[src/rtl/dmx_pkg.sv]
// Shared DMX constants, arbiter state type and the universe one-hot decoder.
package dmx_pkg;

    localparam int DMX_PORTS      = 4;
    localparam int DMX_MAX_CH     = 512;
    localparam int DMX_ADDR_W     = 10;
    localparam int DMX_START_ADDR = 0;

    typedef enum logic [0:0] {
        IDLE  = 1'b0,
        SWEEP = 1'b1
    } arb_state_e;

    function automatic logic [DMX_PORTS-1:0] port_onehot(input logic [1:0] port);
        port_onehot = 4'b0001 << port;
    endfunction

endpackage

[src/rtl/dmx_rr_arbiter.sv]
// Pure round-robin picker: first asserted request searching upward from last+1.
module dmx_rr_arbiter #(
    parameter int NUM_REQ = 3,
    parameter int IDX_W   = 2
) (
    input  logic [NUM_REQ-1:0] req_i,
    input  logic [IDX_W-1:0]   last_i,
    output logic [NUM_REQ-1:0] grant_o,
    output logic [IDX_W-1:0]   winner_o
);

    logic             found_s;
    logic [IDX_W-1:0] idx_s;

    // rotating priority search, first hit after last_i wins
    always_comb begin
        grant_o  = '0;
        winner_o = '0;
        found_s  = 1'b0;
        idx_s    = '0;
        for (int k = 1; k <= NUM_REQ; k++) begin
            idx_s = IDX_W'((int'(last_i) + k) % NUM_REQ);
            if (!found_s && req_i[idx_s]) begin
                found_s        = 1'b1;
                grant_o[idx_s] = 1'b1;
                winner_o       = idx_s;
            end else begin
                found_s = found_s;
            end
        end
    end

endmodule

[src/rtl/dmx_write_arbiter.sv]
// Round-robin arbiter for the shared EBR port-B write path of four DMX universes.
// Optional blackout sweep compiled in with `define DMX_ARB_BLACKOUT_EN.
module dmx_write_arbiter
    import dmx_pkg::*;
#(
    parameter int NUM_REQ  = 3,
    parameter int CH_COUNT = DMX_MAX_CH,
    parameter int ADDR_W   = DMX_ADDR_W
) (
    input  logic                      clk,
    input  logic                      rst_n,
    input  logic [NUM_REQ-1:0]        req_valid,
    output logic [NUM_REQ-1:0]        req_ready,
    input  logic [2*NUM_REQ-1:0]      req_port,
    input  logic [ADDR_W*NUM_REQ-1:0] req_addr,
    input  logic [8*NUM_REQ-1:0]      req_data,
    output logic [DMX_PORTS-1:0]      wr_en,
    output logic [ADDR_W-1:0]         wr_addr,
    output logic [7:0]                wr_data,
    output logic                      err_range,
    input  logic                      blackout_req,
    input  logic [1:0]                blackout_port,
    output logic                      blackout_busy
);

    localparam int IDX_W = $clog2(NUM_REQ);

    arb_state_e              state_q, state_d;
    logic [IDX_W-1:0]        last_q, last_d;
    logic [DMX_PORTS-1:0]    wr_en_q, wr_en_d;
    logic [ADDR_W-1:0]       wr_addr_q, wr_addr_d;
    logic [7:0]              wr_data_q, wr_data_d;
    logic                    err_q, err_d;
    logic [NUM_REQ-1:0]      grant_s;
    logic [NUM_REQ-1:0]      ready_s;
    logic [IDX_W-1:0]        winner_s;
    logic [1:0]              sel_port_s;
    logic [ADDR_W-1:0]       sel_addr_s;
    logic [7:0]              sel_data_s;
    logic                    in_range_s;
`ifdef DMX_ARB_BLACKOUT_EN
    logic [ADDR_W-1:0]       cnt_q, cnt_d;
    logic [1:0]              bo_port_q, bo_port_d;
`else
    logic                    unused_bo_s;
    assign unused_bo_s = ^{blackout_req, blackout_port};
`endif

    dmx_rr_arbiter #(
        .NUM_REQ (NUM_REQ),
        .IDX_W   (IDX_W)
    ) u_rr (
        .req_i    (req_valid),
        .last_i   (last_q),
        .grant_o  (grant_s),
        .winner_o (winner_s)
    );

    assign sel_port_s = req_port[2*int'(winner_s) +: 2];
    assign sel_addr_s = req_addr[ADDR_W*int'(winner_s) +: ADDR_W];
    assign sel_data_s = req_data[8*int'(winner_s) +: 8];
    // start code slot is reserved, so the window is START+1..CH_COUNT
    assign in_range_s = (sel_addr_s > ADDR_W'(DMX_START_ADDR)) &&
                        (sel_addr_s <= ADDR_W'(CH_COUNT));

    // next-state: arbitration in IDLE, one zero write per cycle in SWEEP
    always_comb begin
        state_d   = state_q;
        last_d    = last_q;
        wr_en_d   = '0;
        wr_addr_d = wr_addr_q;
        wr_data_d = wr_data_q;
        err_d     = 1'b0;
        ready_s   = '0;
`ifdef DMX_ARB_BLACKOUT_EN
        cnt_d     = cnt_q;
        bo_port_d = bo_port_q;
`endif
        case (state_q)
            IDLE: begin
                ready_s = grant_s;
                if (|grant_s) begin
                    last_d = winner_s;
                    if (in_range_s) begin
                        wr_en_d   = port_onehot(sel_port_s);
                        wr_addr_d = sel_addr_s;
                        wr_data_d = sel_data_s;
                    end else begin
                        err_d = 1'b1;
                    end
                end else begin
                    last_d = last_q;
                end
`ifdef DMX_ARB_BLACKOUT_EN
                if (blackout_req) begin
                    state_d   = SWEEP;
                    cnt_d     = '0;
                    bo_port_d = blackout_port;
                end else begin
                    state_d = IDLE;
                end
`endif
            end
            SWEEP: begin
`ifdef DMX_ARB_BLACKOUT_EN
                wr_en_d   = port_onehot(bo_port_q);
                wr_addr_d = cnt_q;
                wr_data_d = 8'h00;
                if (cnt_q == ADDR_W'(CH_COUNT)) begin
                    state_d = IDLE;
                end else begin
                    cnt_d = cnt_q + ADDR_W'(1);
                end
`else
                state_d = IDLE;
`endif
            end
            default: begin
                state_d = IDLE;
            end
        endcase
    end

    // state and registered write-port outputs
    always_ff @(posedge clk or negedge rst_n) begin
        if (!rst_n) begin
            state_q   <= IDLE;
            last_q    <= IDX_W'(NUM_REQ - 1);
            wr_en_q   <= '0;
            wr_addr_q <= '0;
            wr_data_q <= 8'h00;
            err_q     <= 1'b0;
`ifdef DMX_ARB_BLACKOUT_EN
            cnt_q     <= '0;
            bo_port_q <= 2'd0;
`endif
        end else begin
            state_q   <= state_d;
            last_q    <= last_d;
            wr_en_q   <= wr_en_d;
            wr_addr_q <= wr_addr_d;
            wr_data_q <= wr_data_d;
            err_q     <= err_d;
`ifdef DMX_ARB_BLACKOUT_EN
            cnt_q     <= cnt_d;
            bo_port_q <= bo_port_d;
`endif
        end
    end

    // ready is combinational but must read zero while reset is held
    assign req_ready     = ready_s & {NUM_REQ{rst_n}};
    assign wr_en         = wr_en_q;
    assign wr_addr       = wr_addr_q;
    assign wr_data       = wr_data_q;
    assign err_range     = err_q;
`ifdef DMX_ARB_BLACKOUT_EN
    assign blackout_busy = (state_q == SWEEP);
`else
    assign blackout_busy = 1'b0;
`endif

endmodule

[config.mk]
export PLATFORM = sky130hd
export DESIGN_NAME = dmx_write_arbiter
export DESIGN_NICKNAME = d
export VERILOG_FILES = /design/src/rtl/dmx_pkg.sv /design/src/rtl/dmx_rr_arbiter.sv /design/src/rtl/dmx_write_arbiter.sv
export SDC_FILE = /design/constraint.sdc
export NUM_CORES = 1
export LEC_CHECK = 0
export CORE_MARGIN = 5
export CORE_UTILIZATION = 45
export CTS_CLUSTER_SIZE = 40
export DETAILED_ROUTE_END_ITERATION = 8
export GPL_TIMING_DRIVEN = 0
export PLACE_DENSITY = 0.87
export SLEW_MARGIN = 20
export SYNTH_ARGS = -nofsm -noshare
export SYNTH_HDL_FRONTEND = slang
export SYNTH_SLANG_ARGS = --single-unit
[constraint.sdc]
create_clock -name clk -period 8.5 [get_ports clk]
set_input_delay 2.125 -clock clk [delete_from_list [all_inputs] [get_ports clk]]
set_output_delay 2.125 -clock clk [all_outputs]
set_load 0.02 [all_outputs]
==> impl_metrics.toml, run 1 <==
[die]
die_x_um = 77.1
num_rows = 24
pin_count = 95
start_util_pct = 46.5
fp.dieArea_um2 = 5940
die_y_um = 77.1
coreArea_um2 = 4350

[grt]
grt_pass1_vias = 2004
grt_pass1_wl_um = 9800
antenna_found_initial = 0
grt_max_degree = 29
grt_overflow_total = 0
grt.total_usage_pct = 20.2

[layout]
antennaDiodeCount = 0
utilization_pct = 69.6
final_cell_mix = "89 x clkdlybuf4s50_1, 24 x dfrtp_1, 22 x nand2_1"
nNetsFinal = 388
syn_to_final_growth_pct = 49.7
layout-drive-gt1-share_pct = 10.2
layout.cells.most_common = "clkdlybuf4s50_1"

[worst_setup_path]
startpoint_type = "input pin"
crit_top_cell = "clkdlybuf4s50_1"
r2r_start = "last_q[1]$_DFFE_PN1P_"
cp_slowest_cell = "clkdlybuf4s50_1"
rr_endpoint = "wr_data[4]$_DFFE_PN0P_"
cp-end-kind = "output port"
critPathBufInv = 2
arrival_ns = 4.50
rrSetupSlack_ns = 4.50
worstPathRequired_ns = 6.38
slowest_delay_ns = 0.61
critPathKind = "in2out"
crit_path_max_fanout = 7
cp_cell_sequence = "clkdlybuf4s50_1 -> mux2i_1 -> mux2_2 -> nand3_1 -> a32oi_1 -> and2_1 -> clkdlybuf4s50_1"
rr_worst_depth = 14
critPathTopFamily = "buffers and inverters"

[pwr]
power.leakage_nw = 1.27
powerDensity_nw_per_um2 = 508
irDropWorstVdd_mv = 0.337

[timing]
setup_violations = 0
hold_slack_ns = 0.509
finalHoldViolCount = 0
setup_tns_ns = 0
max-slew-margin-rel_pct = 50.9
worst_pin_slew_ns = 0.737
rsz0062_at_grt = "false"
period_needed_ns = 6.62
slew_viol_final = 0
skew_ns = 0.00254
max_freq_ghz = 0.151
finalCritPeriodShare_pct = 77.9

[synthesis]
synth_seq_cells = 25
synth_top_cell_by_area = "dfrtp_1"
synth_area_leaders = "dfrtp_1 30%, mux2i_1 10%, mux2_4 5.9%"
yosys.area.top_type_share_pct = 29.7
async_flop_share_pct = 100
ys_types = 52
avgSynthCellArea_um2 = 9.15
syn-cell-area_um2 = 2020
ys_seq_area_share_pct = 31.0
synth_cells = 221
synth_edf_count = 0
syn_nets = 293
yosysWarnings = 0
synthFlopType = "dfrtp_1"

[clock_tree]
cts_root_buf = "clkbuf_8"
cts_setup_buffers = 0
cts_sinks = 25
cts_hold_buf = 0
cts_tree = "built"
clock_path_buffers = 2
clk-insertion-delay-late_ns = 0.26
cts_resized = 0
htreeDepth = 1
clk_pin_slew_worst_paths_ns = 0.08
cts_buffers = 3

[worst_hold_path]
min_to = "wr_data[0]$_DFFE_PN0P_"
min_path_cells = 1
hp-start = "wr_data[0]$_DFFE_PN0P_"
worstHoldPathType = "reg2reg"

[routing]
vias = 2071
firstDrtPassIters = 4
ant_nets = 0
drt-total-wl_um = 6340
viasPerCell = 5.64
remaining_drc_errors = 0
routedWlPerCell_um = 17.3
first_iter_violations = 158

[place]
place_congestion = 0.862
io_buffers = 90
dp_hpwl_um = 5150

[flow_run]
maxCapViolations = 0

[status]
status = "completed"
cell families after synthesis:
group	after synthesis	synth area share, %
buf+inv	23	6.06
flops	25	31.0
fa+ha+maj	4	2.47
compound gates	59	20.3
xor+xnor	1	0.433
simple gates	73	19.4
mux	35	20.2
other cells	1	0.185
area by class of cell:
cell class                      count  area, µm²
Timing Repair Buffer               90        896
Multi-Input combinational cell    173       1270
Clock buffer                        4       45.0
Tap cell                           52       65.1
Sequential cell                    25        627
Buffer                             17        100
Inverter                            6       22.5
Fill cell                         360       1330
synthesized netlist by cell type, types with 4 or more instances:
cell type   n
dfrtp_1    24
nand2_1    22
nor3_1      4
nor2b_1     4
ha_1        4
o21ai_0    20
and2_1      4
nor2_1     10
buf_6       4
o2bb2ai_1   9
nand4_1     4
a22oi_1     8
nand2b_1    4
inv_1       6
clkbuf_1    9
mux2_2      5
mux2_4      8
mux2i_1    21
sequential cells by signal (all words and copies together) (netlist names):
signal	count
err_range	1
wr_addr	10
wr_en	4
wr_data	8
last_q	2
metal layers:
metal	share of wire (%)	vias up	wire [µm]	track usage [%]
met5	0	-	0	0
met4	2.2	0	138	6.36
met3	3.8	14	243	2.81
met2	53	74	3380	36.7
met1	41	974	2570	24.3
li1	-	1009	-	-
metrics by stage:
step	std cells	worst slack, ns	power [mW]	instance area [µm²]
after floorplan	221	3.25	1.12	2020
after global placement	363	1.96	1.43	2990
after detailed placement	363	1.92	1.46	2980
after CTS	367	1.93	1.54	3030
after global routing	367	1.75	1.65	3030
final	367	1.88	1.54	3030
how the worst max path moves through the flow:
stage                      start  cells past startpoint            to  slack, ns
floorplan           req_valid[1]                      5  req_ready[1]       3.25
CTS                 req_valid[0]                      7  req_ready[1]       1.93
detailed placement  req_valid[0]                      7  req_ready[1]       1.92
global route        req_valid[0]                      7  req_ready[1]       1.75
finish              req_valid[0]                      7  req_ready[1]       1.88
global placement    req_valid[0]                      7  req_ready[1]       1.96
where the power goes:
part	switching (mW)	internal [mW]	leakage, nW
sequential	0.0337	0.187	0.310
clock	0.0353	0.0335	0.0228
combinational	0.668	0.582	0.941
total	0.737	0.802	1.27
Note: power is estimated with default switching activity, not from simulation.
==> run 2: changes to the inputs <==
--- a/config.mk
+++ b/config.mk
@@ -6,11 +6,11 @@
 export NUM_CORES = 1
 export LEC_CHECK = 0
 export CORE_MARGIN = 5
-export CORE_UTILIZATION = 45
+export CORE_UTILIZATION = 42
 export CTS_CLUSTER_SIZE = 40
 export DETAILED_ROUTE_END_ITERATION = 8
 export GPL_TIMING_DRIVEN = 0
-export PLACE_DENSITY = 0.87
+export PLACE_DENSITY = 0.82
 export SLEW_MARGIN = 20
 export SYNTH_ARGS = -nofsm -noshare
 export SYNTH_HDL_FRONTEND = slang
==> constraint.sdc (replaced) <==
create_clock -name clk -period 6.6 [get_ports clk]
set_input_delay 1.65 -clock clk [delete_from_list [all_inputs] [get_ports clk]]
set_output_delay 1.65 -clock clk [all_outputs]
set_load 0.02 [all_outputs]
==> run 2 against run 1 <==
Compared with the run above:
- final cell count is 0.54% higher
- hold slack better by 0.0038 ns
- total power grew 28%
- clock-buffer cell count stayed put
- cell area about the same
- setup slack worse by 0.89 ns
- wire length down 1.5%
- die area rose by 6.2%
- global-route usage is 0.39 points lower
- register-to-register slack got worse by 1.9 ns
- sequential power increased by 28%
- clock power grew 34%
- largest power group unchanged
- highest routed layer unchanged
==> impl_metrics.toml, run 2 (synthesis gave the netlist of run 1 again) <==
[clock_tree]
cts_sinks = 25
clk_pin_slew_worst_paths_ns = 0.09
cts_setup_buffers = 0
clk-insertion-delay-late_ns = 0.27
htreeDepth = 1
clock_path_buffers = 2
cts_root_buf = "clkbuf_8"
cts_resized = 0
cts_buffers = 3
cts_tree = "built"
cts_hold_buf = 0

[worst_hold_path]
worstHoldPathType = "reg2reg"
min_path_cells = 1

[grt]
grt_pass1_wl_um = 9990
grt_max_degree = 29
grt.total_usage_pct = 19.8
antenna_found_initial = 0
grt_pass1_vias = 2094
grt_overflow_total = 0

[die]
num_rows = 25
die_x_um = 79.4
die_y_um = 79.4
pin_count = 95
coreArea_um2 = 4690
start_util_pct = 43.1
fp.dieArea_um2 = 6310

[status]
status = "completed"

[worst_setup_path]
crit_path_max_fanout = 6
critPathKind = "in2out"
rrSetupSlack_ns = 2.63
cp-end-kind = "output port"
startpoint_type = "input pin"
worstPathRequired_ns = 4.95
arrival_ns = 3.96
rr_worst_depth = 13

[layout]
stdcell_count = 369
finalInstanceArea_um2 = 3030
layout-drive-gt1-share_pct = 10.2
nNetsFinal = 388
layout.cells.most_common = "clkdlybuf4s50_1"
largest_reg_flops = 10
syn_to_final_growth_pct = 49.8
final_cell_mix = "89 x clkdlybuf4s50_1, 24 x dfrtp_1, 22 x nand2_1"
antennaDiodeCount = 0

[place]
place_congestion = 0.893
dpl_cell_area_um2 = 2990
dp_hpwl_um = 5030
dp.cells = 365
io_buffers = 90

[timing]
skew_ns = 0.00183
setup_violations = 0
slew_viol_final = 0
rsz0062_at_grt = "false"
max-slew-margin-rel_pct = 49.0
hold_slack_ns = 0.513
finalCritPeriodShare_pct = 85.0
period_needed_ns = 5.61
finalHoldViolCount = 0
worst_pin_slew_ns = 0.765
setup_tns_ns = 0
max_freq_ghz = 0.178

[routing]
viasPerCell = 5.58
first_iter_violations = 173
routedWlPerCell_um = 16.9
ant_nets = 0
firstDrtPassIters = 5
remaining_drc_errors = 0
drt-total-wl_um = 6240
vias = 2058

[pwr]
power.leakage_nw = 1.27
irDropWorstVdd_mv = 0.421
powerDensity_nw_per_um2 = 650

[flow_run]
maxCapViolations = 0
run 2: metal layers:
layer / global-route usage (%) / up-vias / wire length [µm]
met5: 0 / - / 0
met1: 25.8 / 969 / 2650
li1: - / 1009 / -
met4: 5.84 / 0 / 168
met2: 33.6 / 66 / 3160
met3: 3.27 / 14 / 265
run 2: stage by stage:
step | util (%) | worst slack [ns] | power (mW)
floorplan | - | 2.19 | 1.45
global placement | 63.8 | 1.05 | 1.84
detailed placement | 63.7 | 1.02 | 1.87
CTS | 64.6 | 1.01 | 1.98
global route | 64.6 | 0.877 | 2.13
finish | 64.6 | 0.992 | 1.97
run 2: area by class of cell:
class	instances	area, µm²
Tap cell	54	67.6
Inverter	6	22.5
Clock buffer	4	45.0
Timing Repair Buffer	90	896
Fill cell	410	1660
Buffer	17	100
Sequential cell	25	627
Multi-Input combinational cell	173	1270
run 2: worst paths after layout:
kind / endpoint / startpoint
max: req_ready[1] / req_valid[1]
min: wr_data[0]$_DFFE_PN0P_ / wr_data[0]$_DFFE_PN0P_
max reg2reg: wr_addr[6]$_DFFE_PN0P_ / last_q[1]$_DFFE_PN1P_
min reg2reg: wr_data[0]$_DFFE_PN0P_ / wr_data[0]$_DFFE_PN0P_
max in group asynchronous: wr_en[0]$_DFF_PN0_ / rst_n
min in group asynchronous: wr_data[5]$_DFFE_PN0P_ / rst_n
run 2: where the power goes:
group	total, mW	internal, mW	switching (mW)
clock network	0.0922	0.0432	0.0489
logic	1.60	0.750	0.847
registers	0.282	0.240	0.0415
run 2: worst max-delay path, cell delays in order:
cell             delay (ns)
clkdlybuf4s50_1        0.50
mux2i_1                0.27
mux2_2                 0.26
nand3_1                0.10
a32oi_1                0.38
and2_1                 0.18
clkdlybuf4s50_1        0.61
==> run 3: changes to the inputs <==
==> constraint.sdc (replaced) <==
create_clock -name clk -period 5.4 [get_ports clk]
set_input_delay 1.35 -clock clk [delete_from_list [all_inputs] [get_ports clk]]
set_output_delay 1.35 -clock clk [all_outputs]
set_load 0.02 [all_outputs]
==> results of run 3 <==
The final DEF is identical to that of run 2. Status: completed.
Among the figures that moved: setup slack after placement 1.02 ns -> 0.421 ns; setup slack after layout 0.992 ns -> 0.392 ns; register-to-register setup slack 2.63 ns -> 1.43 ns; total power 1.97 mW -> 2.41 mW; worst IR drop on VDD 0.421 mV -> 0.515 mV
